## config.mk

```make
export PLATFORM = sky130hd
export DESIGN_NAME = div19x2
export DESIGN_NICKNAME = d
export VERILOG_FILES = /design/src/rtl/div19x2.sv
export SDC_FILE = /design/constraint.sdc
export NUM_CORES = 1
export LEC_CHECK = 0
export CAP_MARGIN = 20
export CORE_MARGIN = 2
export CORE_UTILIZATION = 45
export DETAILED_ROUTE_END_ITERATION = 12
export GPL_TIMING_DRIVEN = 0
export PLACE_DENSITY = 0.72
export SYNTH_ARGS = -nofsm -noshare
export SYNTH_HDL_FRONTEND = slang
export SYNTH_SLANG_ARGS = --single-unit
```

## constraint.sdc

```tcl
create_clock -name CLK -period 5.84 [get_ports CLK]
set_input_delay 0.584 -clock CLK [delete_from_list [all_inputs] [get_ports CLK]]
set_output_delay 0.584 -clock CLK [all_outputs]
set_load 0.1 [all_outputs]
```

## src/rtl/div19x2.sv

```systemverilog
// div19x2 -- dual-lane iterative divider (19-bit dividend / 9-bit divisor).
//
// Both lanes run in lock-step. They compute Q = N / D, truncated toward zero,
// and R = N - Q*D. R takes the sign of N.
//
// Ports:
//   CLK, RESET          clock, asynchronous active-low reset
//   IN_VALID/IN_READY   operand handshake; IN_READY is high only in IDLE
//   UNSIGNED            1 = unsigned, 0 = two's complement (latched on accept)
//   N1/D1, N2/D2        lane dividends (19b) and divisors (9b)
//   OUT_VALID/OUT_READY result handshake; results are held in HOLD
//   Q1/R1, Q2/R2        lane quotients (19b) and remainders (9b)
//   DIV0, OVF           per-lane divide-by-zero / signed-overflow (bit0 = lane 1)
//   ABORT               present only when DIV19X2_ABORT_EN is defined
//
// Parameters: BITS_PER_CYCLE (1 or 2), OVF_MODE ("SATURATE" or "WRAP").
module div19x2 #(
    parameter int    BITS_PER_CYCLE = 1,
    parameter string OVF_MODE       = "SATURATE"
) (
`ifdef DIV19X2_ABORT_EN
    input  logic        ABORT,
`endif
    input  logic        CLK,
    input  logic        RESET,
    input  logic        IN_VALID,
    output logic        IN_READY,
    input  logic        UNSIGNED,
    input  logic [18:0] N1,
    input  logic [8:0]  D1,
    input  logic [18:0] N2,
    input  logic [8:0]  D2,
    output logic        OUT_VALID,
    input  logic        OUT_READY,
    output logic [18:0] Q1,
    output logic [8:0]  R1,
    output logic [18:0] Q2,
    output logic [8:0]  R2,
    output logic [1:0]  DIV0,
    output logic [1:0]  OVF
);

    if (BITS_PER_CYCLE != 1 && BITS_PER_CYCLE != 2) begin : g_bad_bpc
        $fatal(1, "div19x2: BITS_PER_CYCLE must be 1 or 2");
    end
    if (OVF_MODE != "SATURATE" && OVF_MODE != "WRAP") begin : g_bad_ovf
        $fatal(1, "div19x2: OVF_MODE must be SATURATE or WRAP");
    end

    localparam int         ITERS = (BITS_PER_CYCLE == 2) ? 10 : 19;
    localparam logic [4:0] LAST  = 5'(ITERS - 1);
    localparam bit         SAT   = (OVF_MODE == "SATURATE");

    typedef enum logic [2:0] {IDLE, PREP, ITER, FIX, HOLD} state_t;

    typedef struct packed {
        logic [19:0] num;   // dividend bits still to be consumed, MSB first
        logic [8:0]  rem;   // partial remainder magnitude
        logic [18:0] quo;   // quotient magnitude bits so far
    } step_t;

    state_t      r_state, w_next;
    logic [4:0]  r_cnt;
    logic        r_uns;
    logic [18:0] r_n1, r_n2;
    logic [8:0]  r_d1, r_d2;
    logic [19:0] r_num1, r_num2;
    logic [8:0]  r_den1, r_den2;
    logic [8:0]  r_rem1, r_rem2;
    logic [18:0] r_quo1, r_quo2;
    logic [18:0] r_q1, r_q2;
    logic [8:0]  r_r1, r_r2;
    logic [1:0]  r_div0, r_ovf;
    logic        w_abort;
    logic [18:0] w_mn1, w_mn2;
    logic [8:0]  w_md1, w_md2;
    step_t       w_s1, w_s2;
    logic [29:0] w_f1, w_f2;

`ifdef DIV19X2_ABORT_EN
    assign w_abort = ABORT;
`else
    assign w_abort = 1'b0;
`endif

    // One or two restoring steps on unsigned magnitudes.
    function automatic step_t div_step(step_t s, logic [8:0] den);
        step_t      o;
        logic [9:0] trial;
        o = s;
        for (int unsigned k = 0; k < BITS_PER_CYCLE; k++) begin
            trial = {o.rem, o.num[19]};
            o.num = {o.num[18:0], 1'b0};
            if (trial >= {1'b0, den}) begin
                o.rem = 9'(trial - {1'b0, den});
                o.quo = {o.quo[17:0], 1'b1};
            end else begin
                o.rem = trial[8:0];
                o.quo = {o.quo[17:0], 1'b0};
            end
        end
        return o;
    endfunction

    // Apply signs and special cases; returns {Q, R, div0, ovf}.
    function automatic logic [29:0] fix_lane(logic [18:0] n, logic [8:0] d, logic uns,
                                             logic [18:0] quo, logic [8:0] rem);
        logic        sn, sx, z, o;
        logic [18:0] q;
        logic [8:0]  r;
        sn = !uns && n[18];
        sx = sn ^ (!uns && d[8]);
        z  = (d == '0);
        o  = !uns && !z && (n == 19'h40000) && (d == 9'h1FF);
        if (z) begin
            q = '1;
            r = n[8:0];
        end else if (o) begin
            q = SAT ? 19'h3FFFF : 19'h40000;
            r = '0;
        end else begin
            q = sx ? 19'(-quo) : quo;
            r = sn ? 9'(-rem) : rem;
        end
        return {q, r, z, o};
    endfunction

    assign w_mn1 = (!r_uns && r_n1[18]) ? 19'(-r_n1) : r_n1;
    assign w_mn2 = (!r_uns && r_n2[18]) ? 19'(-r_n2) : r_n2;
    assign w_md1 = (!r_uns && r_d1[8])  ? 9'(-r_d1)  : r_d1;
    assign w_md2 = (!r_uns && r_d2[8])  ? 9'(-r_d2)  : r_d2;
    assign w_s1  = div_step({r_num1, r_rem1, r_quo1}, r_den1);
    assign w_s2  = div_step({r_num2, r_rem2, r_quo2}, r_den2);
    assign w_f1  = fix_lane(r_n1, r_d1, r_uns, r_quo1, r_rem1);
    assign w_f2  = fix_lane(r_n2, r_d2, r_uns, r_quo2, r_rem2);

    always_ff @(posedge CLK or negedge RESET) begin
        if (!RESET) r_state <= IDLE;
        else        r_state <= w_next;
    end

    always_comb begin
        w_next = r_state;
        case (r_state)
            IDLE:    if (IN_VALID) w_next = PREP;
            PREP:    w_next = ITER;
            ITER:    if (r_cnt == LAST) w_next = FIX;
            FIX:     w_next = HOLD;
            HOLD:    if (OUT_READY) w_next = IDLE;
            default: w_next = IDLE;
        endcase
        if (w_abort && (r_state == PREP || r_state == ITER || r_state == FIX))
            w_next = IDLE;
    end

    always_comb begin
        IN_READY  = (r_state == IDLE);
        OUT_VALID = (r_state == HOLD);
    end

    always_ff @(posedge CLK or negedge RESET) begin
        if (!RESET) begin
            r_cnt  <= '0;
            r_uns  <= 1'b0;
            r_n1   <= '0;  r_n2   <= '0;
            r_d1   <= '0;  r_d2   <= '0;
            r_num1 <= '0;  r_num2 <= '0;
            r_den1 <= '0;  r_den2 <= '0;
            r_rem1 <= '0;  r_rem2 <= '0;
            r_quo1 <= '0;  r_quo2 <= '0;
            r_q1   <= '0;  r_q2   <= '0;
            r_r1   <= '0;  r_r2   <= '0;
            r_div0 <= '0;  r_ovf  <= '0;
        end else begin
            case (r_state)
                IDLE: if (IN_VALID) begin
                    r_uns <= UNSIGNED;
                    r_n1  <= N1;  r_d1 <= D1;
                    r_n2  <= N2;  r_d2 <= D2;
                end
                PREP: begin
                    // 2-bit mode consumes 20 bits, so pad a zero on top instead of below.
                    r_num1 <= (BITS_PER_CYCLE == 2) ? {1'b0, w_mn1} : {w_mn1, 1'b0};
                    r_num2 <= (BITS_PER_CYCLE == 2) ? {1'b0, w_mn2} : {w_mn2, 1'b0};
                    r_den1 <= w_md1;  r_den2 <= w_md2;
                    r_rem1 <= '0;     r_rem2 <= '0;
                    r_quo1 <= '0;     r_quo2 <= '0;
                    r_cnt  <= '0;
                end
                ITER: begin
                    r_cnt  <= r_cnt + 5'd1;
                    r_num1 <= w_s1.num;  r_rem1 <= w_s1.rem;  r_quo1 <= w_s1.quo;
                    r_num2 <= w_s2.num;  r_rem2 <= w_s2.rem;  r_quo2 <= w_s2.quo;
                end
                FIX: if (!w_abort) begin
                    {r_q1, r_r1, r_div0[0], r_ovf[0]} <= w_f1;
                    {r_q2, r_r2, r_div0[1], r_ovf[1]} <= w_f2;
                end
                default: ;
            endcase
        end
    end

    assign Q1   = r_q1;
    assign R1   = r_r1;
    assign Q2   = r_q2;
    assign R2   = r_r2;
    assign DIV0 = r_div0;
    assign OVF  = r_ovf;

endmodule

```

# [Yosys cells after proc, flatten, opt, wreduce, memory -nomap -nowiden]
# Index checks and enable logic that the tools add are counted.
[classes] n_addsub=11 order_cmp=2 n_eq_ne=12 muxes=29 n_bitwise=2 reduce_logical=19
[ops] op="two-way mux 19 bit" count=8
[ops] op="case mux 20 bit (2 select lines)" count=2
[ops] op="negation 19 bit" count=4
[ops] op="case mux 19 bit (2 select lines)" count=2
[ops] op="two-way mux 9 bit" count=8
[ops] op="two-way mux 28 bit" count=2
[ops] op="equality test 19 bit (second input constant)" count=2
[ops] op="negation 9 bit" count=4
[ops] op="case mux 9 bit (2 select lines)" count=2
[ops] op=">= comparator 10 x 9 -> 1 bit" count=2
[ops] op="equality test 9 bit (second input constant)" count=2
[ops] op="logical NOT 9 bit" count=2
[ops] op="subtractor 9 bit" count=2
[ops] op="case mux 3 bit (5 select lines)" count=1
[ops] op="logical AND 1 bit" count=10
[ops] op="case mux 5 bit (2 select lines)" count=1
[ops] op="two-way mux 3 bit" count=3
[ops] op="equality test 3 x 2 -> 1 bit (second input constant)" count=2
[ops] op="adder 5 x 1 -> 5 bit (second input constant)" count=1
[ops] op="equality test 5 bit (second input constant)" count=1
[ops] op="!= test 2 bit (second input constant)" count=2
[ops] op="equality test 3 x 1 -> 1 bit (second input constant)" count=1
[ops] op="equality test 3 bit (second input constant)" count=1
[ops] op="logical NOT 1 bit" count=3
[ops] op="other kinds (6)" count=7
[word_totals] reg_bits=239 inputBits=61 output_inout_bits=62 elab_cells=96

# [Depth between registers and ports, before layout]
[logic_depth] ltp_word=7 depth_mapped=14 ltp_nobuf=11

# [Worst setup path after synthesis]
# No wires, ideal clock.
[synth_timing] path_type="register to register" from="register r_state[1]" to="register r_n1[14]" setup_ns=0.125 arrival_ns=3.791 path_slack_ns=1.924 path_stages_with_launch=7 n_path_buf=3 cell_sequence="dfrtp_1 -> clkbuf_1 -> nor3_1 -> and2_1 -> clkbuf_1 -> clkbuf_1 -> mux2_2"
[synth_between] elab_chain_cells=2
[synth_lines] element="start, declared" line="62" source="state_t r_state, w_next;"
[synth_lines] element="start signal, assigned" line="139" source="else r_state <= w_next;"
[synth_lines] element="logical NOT 3 bit"
[synth_lines] element="named net IN_READY" line="27" source="output logic IN_READY,"
[synth_lines] element="AND reduction 2 bit (no line)"
[synth_lines] element="end signal, assigned" line="165" source="r_n1 <= '0; r_n2 <= '0;"
[synth_lines] element="end signal, assigned" line="178" source="r_n1 <= N1; r_d1 <= D1;"
[synth_lines] element="end, declared" line="65" source="logic [18:0] r_n1, r_n2;"
# The timed path passes the listed nets, and every way through them passes these cells.
# A chain may end at the register's enable or synchronous reset.

# [Worst setup path after layout]
[layout_timing] from="register r_d2[0]" to="register r_q2[8], in the netlist Q2[8]"
[layout_between] elab_chain_cells=7 elab_cells_between_ends=8 cone_classes="eq/ne (1); mux (2); reduce/logical (5)"
[layout_lines] element="start, declared" line="66" source="logic [8:0] r_d1, r_d2;"
[layout_lines] element="start signal, assigned" line="166" source="r_d1 <= '0; r_d2 <= '0;"
[layout_lines] element="start signal, assigned" line="179" source="r_n2 <= N2; r_d2 <= D2;"
[layout_lines] element="logical NOT 9 bit (*)" line="113" source="z = (d == '0);"
[layout_lines] element="named net w_f2[1]" line="78" source="logic [29:0] w_f1, w_f2;"
[layout_lines] element="logical NOT 1 bit" line="114" source="o = !uns && !z && (n == 19'h40000) && (d == 9'h1FF);"
[layout_lines] element="logical AND 1 bit (3 in a row)" line="114"
[layout_lines] element="two-way mux 19 bit" line="118" source="end else if (o) begin"
[layout_lines] element="two-way mux 19 bit (*)" line="115" source="if (z) begin"
[layout_lines] element="end signal, assigned" line="197" source="{r_q2, r_r2, r_div0[1], r_ovf[1]} <= w_f2;"
[layout_lines] element="end, declared" line="71" source="logic [18:0] r_q1, r_q2;"
# Mark *: on every way through the listed nets, which the timed path passes. The rest lies on a longest branch.

==> summary.md <==
| Metric | Value |
|---|---|
| DIE WIDTH | 168 um |
| Core footprint | 0.0261 mm2 |
| Seq/Total Area, Yosys | 0.493 |
| # Post-CTS Setup Buffers | 0 |
| Cell taking the most area after synthesis | dfrtp_1 |
| Crit-path max FO | 10 |
| Synth Cell Area | 0.0120 mm2 |
| Vias | 9724 |
| Most used DFF post-synth | dfrtp_1 |
| Post-CTS resize count | 0 |
| RSZ-0062 raised after global routing | no |
| First-pass GRT wire length | 51300 um |
| Critical path class | register to register |
| Clock slew at reported path FFs | 0.06 ns |
| Hold_buf cts | 0 |
| Rel. slew slack | 0.344 |
| Total wire length | roughly 31000 um |
| Synth Area in XOR/XNOR | 0.0728 |
| Final min period | 3.41 ns |
| Diode count | 0 |
| Vias in the first global route | 9803 |
| CTS tree | yes |
| CTS Root Buffer Type | clkbuf_16 |
| Setup Skew | about 0.018 ns |
| Grt ovf | 0 |
| FMAX | roughly 0.29 GHz |
| Final Core Density | 0.559 |
| Drt via density | 5.60 |
| Post-synthesis adder-cell area fraction | 0.0366 |
| Synth Area in Simple Gates | 0.132 |
| Initial core utilization | 0.461 |
| Mux contribution to synthesized area | 0.0536 |
| First-iteration detailed-routing DRC count | 801 |
| DRT antenna net count | 0 |
| Share of post-route cells with drive strength above 1 | 0.0770 |
| Row count | 59 |
| CP endpoint kind | register |
| Setup violations, final | 0 |
| Syn Nets | 1327 |
| Count of max-cap constraint violations | 0 |
| Crit path arrival time | about 3.8 ns |
| Setup crit start kind | register |
| Num CTS Buffers | 26 |
| Number of enable flip-flop cells after synthesis | 0 |
| Total track usage | 0.225 |
| Detail Placement HPWL | 22400 um |
| Share of the synthesized area in the top cell type | 0.493 |
| Hold violation count in the final report | 0 |
| Layout Nets | 1480 |
| Clock tree sinks | 237 |
| Min-Delay Path Class | input port to async pin |
| Slew Viols, Final | 0 |
| Pin count of the biggest net entering global routing | 121 |
| Yosys reg bits | 237 |
| Port Buffer Count | 122 |
| Worst Tran Pin Value | 0.982 ns |
| Period utilisation layout | 0.585 |
| Post-Synthesis Cells | 1232 |
| CTS max path bufs | 3 |
| Die height | 168 um |
| Critical path required time | 6.24 ns |
| I/O pin cnt | 123 |
| Detail-routed net length per standard cell | 17.8 um |
| Yosys warns | 0 |
| Synth area leaders | dfrtp_1 (49%), xnor2_1 (5.2%), o21ai_0 (4.5%) |
| Async SR Flop Fraction | 1.00 |
| Routability cong. | 0.898 |
| Compound-Gate Fraction of Synth Area | 0.173 |
| Clk Latency, worst-skew pair | 0.53 ns |
| Largest family of logic cells by synthesized area | compound AO/OA/AOI/OAI gates |
| Area Overhead vs Synth | 21.3% |
| Syn avg cell area | slightly below 10 um2 |
| Synth unique cells | just over 60 |
| Outcome | finished, final reports clean |
| Initial antenna violation count | 0 |
| Die area | between 0.02 and 0.03 mm2 |
| # DRC | 0 |
| First drt pass iteration count | 8 |
| CTS HTree Levels | 1 |
layout make-up:
cell class	instances	area, um2
Multi-Input combinational cell	874	5630
Clock inverter	5	78.8
Buffer	71	292
Fill cell	2332	11500
Tap cell	335	419
Timing Repair Buffer	125	1290
Clock buffer	40	774
Sequential cell	237	5930
Inverter	50	188
stage by stage:
stage	setup TNS (ns)	instance area [um2]	setup slack, ns	std cells	hold WS, ns
floorplan	0	12000	1.92	1232	0.288
global placement	-1394.97	13700	-5.90	1689	0.458
detailed placement	0	13700	2.56	1691	0.469
CTS	0	14600	2.47	1736	0.122
global route	0	14600	2.12	1737	0.131
finish	0	14600	2.43	1737	0.0941
path summary, 6_finish.rpt:
kind / depth (start not counted) / end / startpoint / slack, ns
max in group asynchronous: 3 / Q2[6]$_DFFE_PN0P_ / RESET / 4.76
hold reg to reg: 1 / DIV0[1]$_DFFE_PN0P_ / DIV0[1]$_DFFE_PN0P_ / 0.48
min in group CLK: 1 / DIV0[1]$_DFFE_PN0P_ / DIV0[1]$_DFFE_PN0P_ / 0.48
setup / recovery: 14 / Q2[8]$_DFFE_PN0P_ / r_d2[0]$_DFFE_PN0P_ / 2.43
setup reg to reg: 14 / Q2[8]$_DFFE_PN0P_ / r_d2[0]$_DFFE_PN0P_ / 2.43
hold / removal: 2 / r_num1[11]$_DFFE_PN0P_ / RESET / 0.09
critical path, cell delays in order (launching register included):
cell and delay (ns):
dfrtp_1 0.39, inv_1 0.12, ha_1 0.18, nor3b_1 0.35, nand2_1 0.09, nor3_1 0.15, ha_1 0.17, clkbuf_1 0.42
nand4b_1 0.19, nor4_1 0.08, a21oi_1 0.50, nor2b_1 0.19, buf_2 0.23, buf_6 0.17, a21oi_1 0.07
layout by cell type, fill, tap and decap left out, types with 27 or more instances in the layout:
cell type        Yosys  routed
clkdlybuf4s50_1      0     121
dfrtp_1            237     237
nor3_1              29      29
xnor2_1             72      72
a22o_1              28      28
xor2_1              28      28
nand2_1             81      81
inv_1               50      50
a22oi_1             39      39
mux2_2              44      44
clkbuf_1            53      61
o21ai_0            108     108
nor2_1             135     135
clkbuf_16            0      27
a21oi_1             98      98
ha_1                32      32
per-layer routing:
layer / vias to the layer above / track usage / part of all wire / wire length [um]
li1: 4657 / - / - / -
met1: 4742 / 0.310 / 0.46 / 14200
met2: 276 / 0.367 / 0.46 / 14300
met3: 49 / 0.0329 / 0.053 / 1650
met4: 0 / 0.0767 / 0.028 / 872
met5: - / 0 / 0 / 0
cells in the mapped netlist, types with 14 or more instances:
master,instances
a22o_1,28
a22oi_1,39
o22ai_1,14
dfrtp_1,237
nor3_1,29
nor2_1,135
xnor2_1,72
a21oi_1,98
xor2_1,28
clkbuf_1,53
o21ai_0,108
mux2i_1,15
nand2_1,81
ha_1,32
inv_1,50
mux2_2,44
flip-flops by register name (all words and copies together), names as in the netlist, 2 cells and up:
register  flops
DIV0          2
OVF           2
Q1           19
Q2           19
R1            9
R2            9
r_cnt         5
r_d1          9
r_d2          9
r_den1        9
r_den2        9
r_n1         19
r_n2         19
r_num1       19
r_num2       19
r_quo1       19
r_quo2       19
r_rem1        9
r_rem2        9
r_state       3
cell families (layout without fill, tap and decap cells):
kind of cell    count (synthesis)  count (layout)
buf+inv                       121             291
flops                         237             237
mux                            59              59
xor+xnor                      100             100
simple gates                  339             339
compound gates                342             342
fa+ha+maj                      34              34
Power is not shown: default switching activity piles up to over one toggle a cycle in this logic, so the estimate is an artifact.
==> variant 1: new RTL, config.mk and constraints unchanged <==
The option `DIV19X2_ABORT_EN` is turned on by a define.
--- a/src/rtl/div19x2.sv
+++ b/src/rtl/div19x2.sv
@@ -15,4 +15,6 @@
 //
 // Parameters: BITS_PER_CYCLE (1 or 2), OVF_MODE ("SATURATE" or "WRAP").
+`define DIV19X2_ABORT_EN
+
 module div19x2 #(
     parameter int    BITS_PER_CYCLE = 1,
Interface: changed (added ABORT); port bits go from 123 to 124. The function was not compared with the original's and may differ.
==> variant 1 against the unedited design <==
First-iteration DRC count fell by 4.0%; setup slack got worse by 0.37 ns; clock skew fell by 0.0045 ns; global-route usage rose by 0.16 points; routed wire length rose by 4.1%; critical path depth fell by 1; sequential cell count did not move; design area rose by 0.52%; synthesized area barely moved; sequential share of layout area fell by 0.21 points; critical path type unchanged.
==> variant 1: results (changes against the unedited design) <==
metric;value;unit;change
Arr. time, crit path;4.19;ns;was 3.82 ns
IO Port Bufs;123;;was 122
top cells by area, synth;dfrtp_1 49%, o21ai_0 5.0%, xnor2_1 4.6%, mux2_2 4.3%, ha_1 3.3%;;was dfrtp_1 49%, xnor2_1 5.2%, o21ai_0 4.5%, nor2_1 4.2%, mux2_2 4.1%
Antenna diodes;0;;unchanged
Synth Area in Adders;0.0366;;about the same
status;complete, no violations;;unchanged
setup bufs post-CTS;0;;unchanged
Wirelength per Cell;18.7;um;was 17.8 um
first-pass GRT wire length;51100;um;was 51300 um
RR Startpoint;r_d1[0]$_DFFE_PN0P_;;was r_d2[0]$_DFFE_PN0P_
dpl ws;2.11;ns;was 2.56 ns
CP peak stage delay;0.58;ns;was 0.50 ns
GP Congestion;0.925;;was 0.898
H-tree depth;1;;unchanged
Lkg Pwr;6.15;nW;
antenna violations before repair;0;;unchanged
vias in the first global route;9471;;was 9803
unique cell type count in the Yosys netlist;57;;was 62
post-synthesis sequential area ratio;0.492;;was 0.493
xor-xnor portion of the synthesized cell area;0.0749;;was 0.0728
DR vias/cell;5.79;;was 5.60
HPWL Detailed;23400;um;was 22400 um
compound-cell area share of the yosys netlist;0.185;;was 0.173
layout cells sized above 1;0.0770;;about the same
DRT Pass-1 Iters;6;;was 8
Peak supply drop;0.456;mV;
sequential cell power;2.95;mW;
Mapped Nets;1311;;was 1327
multiplexer share of the synthesized area;0.0488;;was 0.0536
post_cts resized;0;;unchanged
TritonCTS buffer count;27;;was 26
R2R depth;13;;was 14
worst-path fanout max;10;;unchanged
Longest Clk Path Bufs;3;;unchanged
post-place instance area;13700;sq um;about the same
# nets final;1465;;was 1480
Slew HR;0.336;;was 0.344
Async SR Flop Fraction;1.00;;unchanged
crit path max-delay cell type;nor2_1;;was a21oi_1
Commonest cells post-synth;237 x dfrtp_1, 120 x o21ai_0, 100 x nor2_1, 92 x nand2_1, 70 x a21oi_1;;was 237 x dfrtp_1, 135 x nor2_1, 108 x o21ai_0, 98 x a21oi_1, 81 x nand2_1
DRT iter0 DRCs;769;;was 801
Post-Route Skew;0.0131;ns;was 0.0176 ns
WS Path Type;flip-flop to flip-flop;;unchanged
delay-heaviest family, CP;simple AND/OR/NAND/NOR gates;;unchanged
largest net degree at the start of global routing;124;;was 121
clk root buf;clkbuf_16;;unchanged
fill count;2243;;was 2332
GR Util All Layers;0.227;;was 0.225
main flop type after synthesis;dfrtp_1;;unchanged
==> variant 1: cell count changes in the layout (fill, tap and decap cells not counted), sizes merged, moves of 7 or more <==
cell   before  now
nor2      136  101
a21oi      98   70
a31oi      10   22
xor2       28   40
nand2      82   93
o21ai     109  120
xnor2      72   63
mux2i      15    7
o31ai       6   14
buf        21   14
o22a        0    7
o22ai      14    7
==> variant 1: metrics by stage <==
step           hold slack [ns]  instances   util  TNS (ns)  power, mW
4_1_cts                  0.180       1725  0.560         0       9.84
2_1_floorplan            0.288       1215      -         0       6.65
3_5_place_dp             0.471       1675  0.524         0       8.05
6_report                 0.144       1725  0.560         0       9.85
5_1_grt                  0.221       1725  0.560         0       10.4
3_3_place_gp             0.468       1673  0.523  -1380.70       7.93
==> variant 1: path summary, 6_finish.rpt <==
check	slack, ns	end
min	0.14	Q2[10]$_DFFE_PN0P_
max in group asynchronous	4.61	r_num1[5]$_DFFE_PN0N_
max reg2reg	2.05	Q1[17]$_DFFE_PN0P_
min reg2reg	0.48	r_den1[6]$_DFFE_PN0N_
min in group CLK	0.48	r_den1[6]$_DFFE_PN0N_
max	2.05	Q1[17]$_DFFE_PN0P_
==> variant 1: layout make-up <==
cell class / instances / area (sq um) / share of cell area
inverter: 48 / 180 / 0.0123
multi-input combinational: 858 / 5660 / 0.386
buffer: 72 / 278 / 0.0189
clock inverter: 13 / 154 / 0.0105
clock buffer: 37 / 783 / 0.0534
sequential: 237 / 5930 / 0.404
tap: 335 / 419 / 0.0286
timing repair buffer: 125 / 1270 / 0.0865
==> variant 1: per-layer routing <==
metal  track usage  vias to the layer above  wire [um]
met5             0                        -          0
li1              -                     4649          -
met2         0.360                      383      14600
met1         0.317                     4898      14300
met3        0.0414                       66       2210
met4        0.0730                        0       1040
==> variant 2: new RTL, same flow settings <==
Made on the original files. Re-encode `state_t` (5 states) as one-hot, 5 bits wide.
--- a/src/rtl/div19x2.sv
+++ b/src/rtl/div19x2.sv
@@ -52,5 +52,5 @@
     localparam bit         SAT   = (OVF_MODE == "SATURATE");
 
-    typedef enum logic [2:0] {IDLE, PREP, ITER, FIX, HOLD} state_t;
+    typedef enum logic [4:0] {IDLE = 5'b00001, PREP = 5'b00010, ITER = 5'b00100, FIX = 5'b01000, HOLD = 5'b10000} state_t;
 
     typedef struct packed {
Behaviour: same outputs for any inputs over 10 cycles, from zero or initial values and one cycle with RESET low; not proved beyond that.
==> variant 2 against the unedited design <==
Synthesized area grew 3.8%; sequential cell count grew 2; setup slack lost 0.25 ns; sequential share of layout area shrank 1.3 points; routed wire length grew 13%; design area grew 4.3%.
==> variant 2: results (changes against the unedited design) <==
metric;value;unit;change
Post-Route Skew;0.0107;ns;was 0.0176 ns
#MultiIn Comb;1051;;was 874
met1 Use GR;0.326;;was 0.310
met3 Use GR;0.0460;;was 0.0329
met1 WL;14900;um;was 14200 um
Longest Clk Path Bufs;3;;unchanged
crit path max-delay cell type;clkdlybuf4s50_1;;was a21oi_1
top cells by area, synth;dfrtp_1 48%, nand2_1 9.3%, o21ai_0 6.1%, xor2_1 3.9%, xnor2_1 3.2%;;was dfrtp_1 49%, xnor2_1 5.2%, o21ai_0 4.5%, nor2_1 4.2%, mux2_2 4.1%
xor-xnor portion of the synthesized cell area;0.0708;;was 0.0728
FF-to-FF End;Q1[6]$_DFFE_PN0P_;;was Q2[8]$_DFFE_PN0P_
post-place instance area;14200;sq um;was 13700 sq um
clk cell area share;0.0638;;was 0.0585
vias in the first global route;10600;;was 9803
R2R depth;13;;was 14
unique cell type count in the Yosys netlist;70;;was 62
post-synthesis sequential area ratio;0.479;;was 0.493
Async SR Flop Fraction;1.00;;unchanged
compound-cell area share of the yosys netlist;0.161;;was 0.173
placed cells;1914;;was 1691
clock buffers;37;;was 40
Mapped Cells;1418;;was 1232
delay-heaviest family, CP;buffers and inverters;;was simple AND/OR/NAND/NOR gates
CP peak stage delay;1.24;ns;was 0.50 ns
status;complete, no violations;;unchanged
final WL;35100;um;was 31000 um
GR Util All Layers;0.245;;was 0.225
fill count;2420;;was 2332
Arr. time, crit path;3.08;ns;was 3.82 ns
worst-path fanout max;7;;was 10
layout cells sized above 1;0.0465;;was 0.0770
met2 WL;16100;um;was 14300 um
Non-Filler Instances;1963;;was 1737
DRT iter0 DRCs;793;;was 801
Non-CTS buffers;208;;was 196
Inverters, non-clock;45;;was 50
Starting Density;0.461;;about the same
largest net degree at the start of global routing;98;;was 121
Storage cell area;5980;sq um;was 5930 sq um
RR Startpoint;r_d1[0]$_DFFE_PN0P_;;was r_d2[0]$_DFFE_PN0P_
metal3 WL;2760;um;was 1650 um
multiplexer share of the synthesized area;0.00962;;was 0.0536
Commonest cells post-synth;308 x nand2_1, 238 x dfrtp_1, 153 x o21ai_0, 104 x nor2_1, 77 x a21oi_1;;was 237 x dfrtp_1, 135 x nor2_1, 108 x o21ai_0, 98 x a21oi_1, 81 x nand2_1
Worst Hold Class;flip-flop to flip-flop;;was primary input to asynchronous set/reset pin
Antenna diodes;0;;unchanged
# nets final;1666;;was 1480
setup slack, reg-to-reg;2.46;ns;was 2.43 ns
worst-margin pin slew;1.02;ns;was 0.982 ns
multi-input combinational area share;0.393;;was 0.386
Mapped Nets;1513;;was 1327
variant 2: cell types whose count changed in the layout (fill, tap and decap cells not counted), sizes merged, moves of 9 or more:
cell	change
a21oi	-21
a22o	-27
a22oi	-9
buf	-11
clkbuf	+19
mux2	-44
nand2	+226
nand3	+12
nor2	-32
o21ai	+46
o22ai	-14
o31ai	+10
xnor2	-26
xor2	+27
variant 2: worst reg2reg max path: cells and delay by family (launching register included):
kind,cells,cell delay [ns]
buffers and inverters,2,0.34
and+or+nand+nor,8,1.97
DFF,1,0.36
adders and majority gates,2,0.50
AOI/OAI and AO/OA,1,0.15
variant 2: how the worst max path moves through the flow:
stage                                 from                  end  depth (start not counted)
floorplan           r_state[0]$_DFFE_PN1P_  r_n1[7]$_DFFE_PN0P_                          9
global placement                     RESET  r_n1[6]$_DFFE_PN0P_                          1
detailed placement     r_d1[0]$_DFFE_PN0P_    Q1[6]$_DFFE_PN0P_                         13
CTS                 r_state[0]$_DFFE_PN1P_             IN_READY                          4
global route        r_state[3]$_DFFE_PN0P_             IN_READY                          4
finish              r_state[0]$_DFFE_PN1P_             IN_READY                          4
variant 2: power by group:
part / total, mW / switching, mW / internal, mW
Combinational: 3.30 / 2.00 / 1.30
Clock: 1.84 / 0.685 / 1.15
Sequential: 2.58 / 0.496 / 2.08
variant 2: metrics by stage:
step                power [mW]  worst slack, ns  hold slack (ns)   TNS, ns   util
global route              8.27             2.00            0.495         0  0.562
detailed placement        5.84             2.60            0.458         0  0.525
global placement          5.74            -5.82            0.456  -1381.39  0.523
floorplan                 4.90             1.67            0.288         0      -
finish                    7.72             2.17            0.474         0  0.562
CTS                       7.71             2.15            0.477         0  0.562
